`config.mk`:
```
export PLATFORM = sky130hd
export DESIGN_NAME = gf2m_eea_inverter
export DESIGN_NICKNAME = d
export VERILOG_FILES = /design/src/rtl/gf2m_eea_inverter.sv
export SDC_FILE = /design/constraint.sdc
export NUM_CORES = 1
export LEC_CHECK = 0
export ABC_AREA = 1
export BUFFER_PORTS_ARGS = -buffer_cell sky130_fd_sc_hd__buf_2
export CAP_MARGIN = 20
export CORE_MARGIN = 4
export CORE_UTILIZATION = 43
export CTS_CLUSTER_SIZE = 40
export DETAILED_ROUTE_END_ITERATION = 12
export SLEW_MARGIN = 20
export SYNTH_ARGS = -nofsm -noshare
export SYNTH_HDL_FRONTEND = slang
export SYNTH_SLANG_ARGS = --single-unit
```
`constraint.sdc`:
```
create_clock -name clk -period 1.6 [get_ports clk]
set_input_delay 0.24 -clock clk [delete_from_list [all_inputs] [get_ports clk]]
set_output_delay 0.24 -clock clk [all_outputs]
set_load 0.05 [all_outputs]
```
`src/rtl/gf2m_eea_inverter.sv`:
```
// GF(2^M) inverter using the extended binary Euclidean algorithm, one iteration per clock (2M cycles).
// Optional macro GF_INV_ZERO_DETECT_EN: a zero operand completes in one cycle with err_o=1.
module gf2m_eea_inverter #(
  parameter int         M    = 7,
  parameter logic [M:0] POLY = 8'b10111111
) (
  input  logic         clk,
  input  logic         rst_n,
  input  logic         start_i,
  input  logic [M-1:0] a_i,
  output logic         busy_o,
  output logic         done_o,
  output logic [M-1:0] inv_o,
  output logic         err_o
);

  // state   | meaning
  // IDLE    | waiting for start_i; outputs hold last result
  // RUN     | one Euclidean iteration per cycle, 2M cycles
  // ZERO    | zero operand seen, completes with err_o next edge
  typedef enum logic [1:0] {
    ST_IDLE = 2'd0,
    ST_RUN  = 2'd1,
    ST_ZERO = 2'd2
  } state_t;

  localparam int             DW   = $clog2(M + 1) + 1;
  localparam int             CW   = $clog2(2 * M + 1);
  localparam logic [M-1:0]   FL   = POLY[M-1:0];
  localparam logic [CW-1:0]  LAST = CW'(2 * M - 1);

  state_t          r_state, w_state_nxt;
  logic [M:0]      r_r, r_s, w_r_nxt, w_s_nxt;
  logic [M-1:0]    r_u, r_v, w_u_nxt, w_v_nxt;
  logic [DW-1:0]   r_delta, w_delta_nxt;
  logic [CW-1:0]   r_ctr, w_ctr_nxt;
  logic            r_busy, r_done, r_err;
  logic            w_busy_nxt, w_done_nxt, w_err_nxt;
  logic [M-1:0]    r_inv, w_inv_nxt;

  logic [M:0]      w_r_it, w_s_it, w_s_sel, w_s_sh;
  logic [M-1:0]    w_u_it, w_v_it, w_v_sel;
  logic [DW-1:0]   w_delta_it;

  function automatic logic [M-1:0] mul_x(input logic [M-1:0] u);
    mul_x = {u[M-2:0], 1'b0} ^ (u[M-1] ? FL : '0);
  endfunction

  // FL[0]=1, so with u[0]=1 the low bit of u^FL is zero and the shift is exact.
  function automatic logic [M-1:0] div_x(input logic [M-1:0] u);
    logic [M-1:0] t;
    t = u ^ FL;
    div_x = u[0] ? {1'b1, t[M-1:1]} : {1'b0, u[M-1:1]};
  endfunction

  always_comb begin
    w_s_sel    = r_s[M] ? (r_s ^ r_r) : r_s;
    w_v_sel    = r_s[M] ? (r_v ^ r_u) : r_v;
    w_s_sh     = {w_s_sel[M-1:0], 1'b0};
    w_r_it     = r_r;
    w_s_it     = r_s;
    w_u_it     = r_u;
    w_v_it     = r_v;
    w_delta_it = r_delta;
    if (!r_r[M]) begin
      w_r_it     = {r_r[M-1:0], 1'b0};
      w_u_it     = mul_x(r_u);
      w_delta_it = r_delta + DW'(1);
    end else if (r_delta == '0) begin
      w_r_it     = w_s_sh;
      w_s_it     = r_r;
      w_u_it     = mul_x(w_v_sel);
      w_v_it     = r_u;
      w_delta_it = DW'(1);
    end else begin
      w_s_it     = w_s_sh;
      w_v_it     = w_v_sel;
      w_u_it     = div_x(r_u);
      w_delta_it = r_delta - DW'(1);
    end
  end

  always_comb begin
    w_state_nxt = r_state;
    w_r_nxt     = r_r;
    w_s_nxt     = r_s;
    w_u_nxt     = r_u;
    w_v_nxt     = r_v;
    w_delta_nxt = r_delta;
    w_ctr_nxt   = r_ctr;
    w_done_nxt  = 1'b0;
    w_inv_nxt   = r_inv;
    w_err_nxt   = r_err;
    case (r_state)
      ST_IDLE: begin
        if (start_i) begin
`ifdef GF_INV_ZERO_DETECT_EN
          if (a_i == '0) begin
            w_state_nxt = ST_ZERO;
          end else
`endif
          begin
            w_state_nxt = ST_RUN;
            w_r_nxt     = {1'b0, a_i};
            w_s_nxt     = POLY;
            w_u_nxt     = M'(1);
            w_v_nxt     = '0;
            w_delta_nxt = '0;
            w_ctr_nxt   = '0;
          end
        end
      end
      ST_RUN: begin
        w_r_nxt     = w_r_it;
        w_s_nxt     = w_s_it;
        w_u_nxt     = w_u_it;
        w_v_nxt     = w_v_it;
        w_delta_nxt = w_delta_it;
        w_ctr_nxt   = r_ctr + CW'(1);
        if (r_ctr == LAST) begin
          w_state_nxt = ST_IDLE;
          w_done_nxt  = 1'b1;
          w_inv_nxt   = w_u_it;
          w_err_nxt   = 1'b0;
        end
      end
      ST_ZERO: begin
        w_state_nxt = ST_IDLE;
        w_done_nxt  = 1'b1;
        w_inv_nxt   = '0;
        w_err_nxt   = 1'b1;
      end
      default: w_state_nxt = ST_IDLE;
    endcase
    w_busy_nxt = (w_state_nxt != ST_IDLE);
  end

  always_ff @(posedge clk or negedge rst_n) begin
    if (!rst_n) begin
      r_state <= ST_IDLE;
      r_r     <= '0;
      r_s     <= '0;
      r_u     <= '0;
      r_v     <= '0;
      r_delta <= '0;
      r_ctr   <= '0;
      r_busy  <= 1'b0;
      r_done  <= 1'b0;
      r_inv   <= '0;
      r_err   <= 1'b0;
    end else begin
      r_state <= w_state_nxt;
      r_r     <= w_r_nxt;
      r_s     <= w_s_nxt;
      r_u     <= w_u_nxt;
      r_v     <= w_v_nxt;
      r_delta <= w_delta_nxt;
      r_ctr   <= w_ctr_nxt;
      r_busy  <= w_busy_nxt;
      r_done  <= w_done_nxt;
      r_inv   <= w_inv_nxt;
      r_err   <= w_err_nxt;
    end
  end

  assign busy_o = r_busy;
  assign done_o = r_done;
  assign inv_o  = r_inv;
  assign err_o  = r_err;

endmodule

```
Word-level counts from Yosys, hierarchy flattened
Index checks and enable logic that the tools add are counted.

Bits in registers: 50. Bits in latches: 0. Memory bits (writable): 0. ROM bits: 0. Input port bits: 10. Output and inout port bits: 10. Word-level logic and storage cells: 71. Memories kept: 0.

$add $sub $neg: 3. Multiply operators: 0. Divide/modulo/power cells: 0. $lt $le $gt $ge: 0. Eq/ne operators: 7. Shift-type cells: 0. Multiplexer cells: 35. Bitwise operators: 5. Reductions and logical operators: 9.

Operator list (number): 2-to-1 mux 7 bit (10); 2-to-1 mux 8 bit (6); case mux 7 bit (2 select lines) (3); case mux 8 bit (2 select lines) (2); case mux 4 bit (2 select lines) (2); bitwise XOR 7 x 6 -> 7 bit (2); bitwise XOR 7 bit (2); 2-to-1 mux 4 bit (3); 2-to-1 mux 6 bit (2); adder 4 x 1 -> 4 bit (second input constant) (2); != test 2 bit (second input constant) (3); NOT 6 bit (1); AND reduction 3 bit (2); nonzero test 2 bit (3); == test 4 bit (second input constant) (1); zero test 4 bit (1); 2-to-1 mux 2 bit (2); case mux 1 bit (2 select lines) (2); case mux 2 bit (2 select lines) (1); AND reduction 2 bit (2); subtractor 4 x 1 -> 4 bit (second input constant) (1); != test 3 bit (second input constant) (1); == test 2 x 1 -> 1 bit (second input constant) (1); == test 2 bit (second input constant) (1); 2 further kinds (3).

Longest topological paths before layout
Word-level depth: 8. Mapped depth: 12. Gate-level depth less buffers: 12.

Least setup slack after synthesis
Ideal clock, no wire load.

Path type: reg-to-reg. Start point: register r_state[0]. End point: register r_ctr[3]. Setup time: 0.123 ns. Arrival: 1.476 ns. Data required time: 1.477 ns. Path slack: 0.001 ns. Cell stages (with the launch flop): 12. Buffers on the path: 1. Period minus slack after synthesis: 1.599 ns. Cell sequence: dfrtp_1 -> inv_1 -> ha_1 -> inv_2 -> nor2_4 -> inv_2 -> o21ai_4 -> inv_4 -> buf_2 -> nand2_1 -> xor2_1 -> nor2_1.

Word-level cells in the longest chain between the ends: 3. Elaborated cells between the ends (all ways): 6. Those cells by class: eq/ne: 2; mux: 1; reduce/logical: 3.

Ends and longest elaborated chain: start, declared (RTL line 32) `state_t r_state, w_state_nxt;`; start signal, assigned (RTL line 152) `r_state <= w_state_nxt;`; == test 2 x 1 -> 1 bit or zero test 2 bit (tied branches) (RTL line 94) `case (r_state)`; nonzero test 2 bit (no line) or != test 2 bit (tied branches); AND reduction 2 bit (no line); end signal, assigned (RTL line 158) `r_ctr <= w_ctr_nxt;`; end, declared (RTL line 36) `logic [CW-1:0] r_ctr, w_ctr_nxt;`.

Several ways; a longest one is shown, not always the timed one. A chain may end at the register's enable or synchronous reset.

Worst setup path after layout
Start point: register r_state[0]. End point: register r_v[0].

Word-level cells in the longest chain between the ends: 3. Elaborated cells between the ends (all ways): 7. Those cells by class: eq/ne: 3; mux: 1; reduce/logical: 3.

Ends and longest elaborated chain: == test 2 x 1 -> 1 bit or zero test 2 bit (tied branches) (RTL line 94); != test 2 bit (no line) or nonzero test 2 bit (tied branches); AND reduction 3 bit (no line); end signal, assigned (RTL line 156) `r_v <= w_v_nxt;`; end, declared (RTL line 34) `logic [M-1:0] r_u, r_v, w_u_nxt, w_v_nxt;`.

Several ways; a longest one is shown, not always the timed one.

==> reports/results.ini <==
[global_route]
grt_usage_pct = 17.14
grt_pass1_vias = 2502
grt_pass1_wl_mm = 11.66
grt.overflow.total = 0
grt_max_degree = 51
antenna_found_initial = 0

[place]
port_buffers = 19
place_hpwl_mm = 4.731
gp_congestion = 0.8525
placed_cell_area_sq_um = 3221
placedCellCount = 494

[detailed_routing]
via_per_inst = 5.126
first_pass_iters = 4
drt_iter0_drc = 136
drtAntennaViolNets = 0
wl_mm = 6.732
wl_per_cell_um = 13.23
via_count = 2609
drc_errors = 0

[floorplanning]
die_w_um = 90.18
pin_count = 20
dieHeight_um = 90.18
design.core.area_sq_um = 6459
rows = 29
start_util_pct = 44.96
die-area_sq_um = 8132

[clocking]
worstSkewPairLatency_ns = 0.31
cts_tree = done
cts.clk_slew.worst_paths_ns = 0.09
cts_buffers = 5
ctsHtreeMaxLevel = 2
cts_max_path_buffers = 2
root_buffer = clkbuf_8
cts.sinks = 50

[cells_and_area]
fin_nets = 448
fin_area_sq_um = 3486
area_growth_pct = 20.03
fin_cells = 509
layout-drive-gt1-share_pct = 21.53
fillCellCount = 602
diodes = 0

[job]
maxCapViolations = 0

[yosys]
synthFlopType = dfrtp_1
ys_async_sr_fraction_pct = 100.0
synth_edf_count = 0
synth-simple-area-share_pct = 24.00
synth_xor_xnor_area_share_pct = 4.826
synth-compound-area-share_pct = 16.54
synth-adder-area-share_pct = 3.016
avgSynthCellArea_sq_um = 7.446
synthTopCellsByArea = dfrtp_1 (43%), nand2_1 (15%), o21ai_0 (4.5%)
synth_nets = 407
synthMuxAreaShare_pct = 0
yosysWarnings = 0
synth_seq_cells = 50
netlist_area_sq_um = 2904
yosysSeqAreaShare_pct = 43.08
synth_cell_types = 30
syn_inst = 390
yosysTopAreaCellShare_pct = 43.08
synth_top_family_by_area = simple AND/OR/NAND/NOR gates
yosysTopAreaCell = dfrtp_1

[power]
power_leakage_nw = 1.726
ir_drop_uv = 1113
power_density_nw_per_um2 = 2127

[critical_path]
cp.arrival_ns = 1.78
crit_type = flip-flop to flip-flop
rr_worst_depth = 11
reg2reg_to = r_v[0]$_DFFE_PN0P_
required_ns = 1.83
path_max_fanout = 7
worst_setup_path_start_kind = flip-flop
regToRegSetupSlack_ns = 0.05
crit_path_end_kind = flip-flop
r2r-start = r_state[0]$_DFF_PN0_

[worst_hold_path]
whs_endpoint = r_r[0]$_DFFE_PN0P_
holdPathStages = 2
hp-class = input port to flip-flop
min_from = a_i[0]

[timing]
hold_viol_final = 0
min_period_ns = 1.549
period_share_pct = 96.79
setup_viol = 0
worst_slew_pin_slew_ns = 0.4563
timing.fmax_mhz = 645.7
finalClockSkew_ns = 0.01008
slew_headroom_pct = 69.58
slew_viol_final = 0
rsz0062_at_grt = yes

[run_status]
status = completed

Yosys cell counts, types with 6 or more instances:
cell and number:
ha_1 7, inv_1 34, buf_2 10, nand2_1 118, o21ai_1 22, dfrtp_1 50
o211ai_1 6, inv_2 9, o21ai_0 26, a21oi_1 16, nand3_1 20, nor2_1 28
xor2_1 11
report_power, final:
part | switching [mW] | internal, mW | leakage [nW]
logic | 2.70 | 1.84 | 1.05
clock network | 0.429 | 0.348 | 0.0472
registers | 0.390 | 1.70 | 0.630
total | 3.52 | 3.89 | 1.73
kinds of logic after synthesis:
| logic type | after synthesis |
|---|---|
| adder cells (fa/ha/maj) | 7 |
| XOR/XNOR | 16 |
| AO/OA/AOI/OAI | 84 |
| AND/OR/NAND/NOR | 173 |
| buffers and inverters | 60 |
| flip-flops | 50 |
how the worst max path moves through the flow:
stage	from	endpoint	slack, ns
4_1_cts	r_state[0]$_DFF_PN0_	r_v[0]$_DFFE_PN0P_	-0.0006
3_5_place_dp	r_state[0]$_DFF_PN0_	r_r[0]$_DFFE_PN0P_	-0.003
6_report	r_state[0]$_DFF_PN0_	r_v[0]$_DFFE_PN0P_	0.05
5_1_grt	r_state[0]$_DFF_PN0_	r_v[0]$_DFFE_PN0P_	-0.05
2_1_floorplan	r_state[0]$_DFF_PN0_	r_ctr[3]$_DFFE_PN0P_	0.0008
3_3_place_gp	r_state[1]$_DFF_PN0_	r_r[0]$_DFFE_PN0P_	0.02
per-stage QoR:
step,TNS (ns),worst slack [ns],util (%),hold slack (ns),power (mW)
3_3_place_gp,0,0.02130,49.86,0.2517,6.150
5_1_grt,-0.4176,-0.04624,53.97,0.1765,8.201
4_1_cts,-0.0005658,-0.0005658,51.55,0.1625,7.036
2_1_floorplan,0,0.0007511,-,-0.05559,5.009
6_report,0,0.05130,53.97,0.1802,7.414
3_5_place_dp,-0.003732,-0.002919,49.86,0.2540,6.216
per-layer routing:
layer / vias up / global-route usage [%] / share of wire [%]
met5: - / 0 / 0
met4: 0 / 3.699 / 0.79
met3: 6 / 3.088 / 2.3
met2: 31 / 28.06 / 47
met1: 1240 / 23.73 / 50
li1: 1332 / - / -
layout by cell type, fill, tap and decap left out, types with 3 or more instances in the layout:
cell type,instances
a21oi_1,16
buf_2,19
buf_4,25
buf_6,3
clkbuf_8,6
dfrtp_1,49
ha_1,4
ha_4,3
inv_1,30
inv_2,11
inv_4,3
nand2_1,116
nand2_2,4
nand3_1,19
nor2_1,27
o211ai_1,6
o21ai_0,25
o21ai_1,20
o21ai_2,3
o22a_1,4
o22ai_2,3
xnor2_1,5
xor2_1,11
worst max-delay path, cell delays in order, from the launching register on:
cell     delay (ns)
dfrtp_2        0.45
inv_2          0.10
ha_4           0.14
inv_2          0.04
nor2_4         0.11
inv_2          0.07
o21ai_4        0.08
inv_4          0.08
nand2_2        0.09
inv_4          0.06
buf_6          0.14
o21ai_1        0.12
flip-flops by register name (all words and copies together) (netlist names), 2 cells and up:
signal / cells
r_r: 8
r_s: 8
inv_o: 7
r_u: 7
r_v: 7
r_ctr: 4
r_delta: 4
r_state: 2
timing repair:
item | in CTS | in global routing
setup buffers | 0 | 6
hold buffers | 1 | 0
endpoints found under the hold margin | 50 | 0
setup endpoints to repair | 2 | 45
gates resized for setup | 2 | 30
pin swaps | 0 | 1
final cells by class:
type,count,area (sq um),share of cell area [%]
multi-input combinational,280,1503,43.11
sequential,50,1252,35.93
timing repair buffer,50,366.6,10.52
inverter,44,172.7,4.953
tap,77,96.34,2.764
clock buffer,6,82.58,2.369
clock inverter,2,12.51,0.3589
No activity file was read; power rests on OpenSTA's default activity.
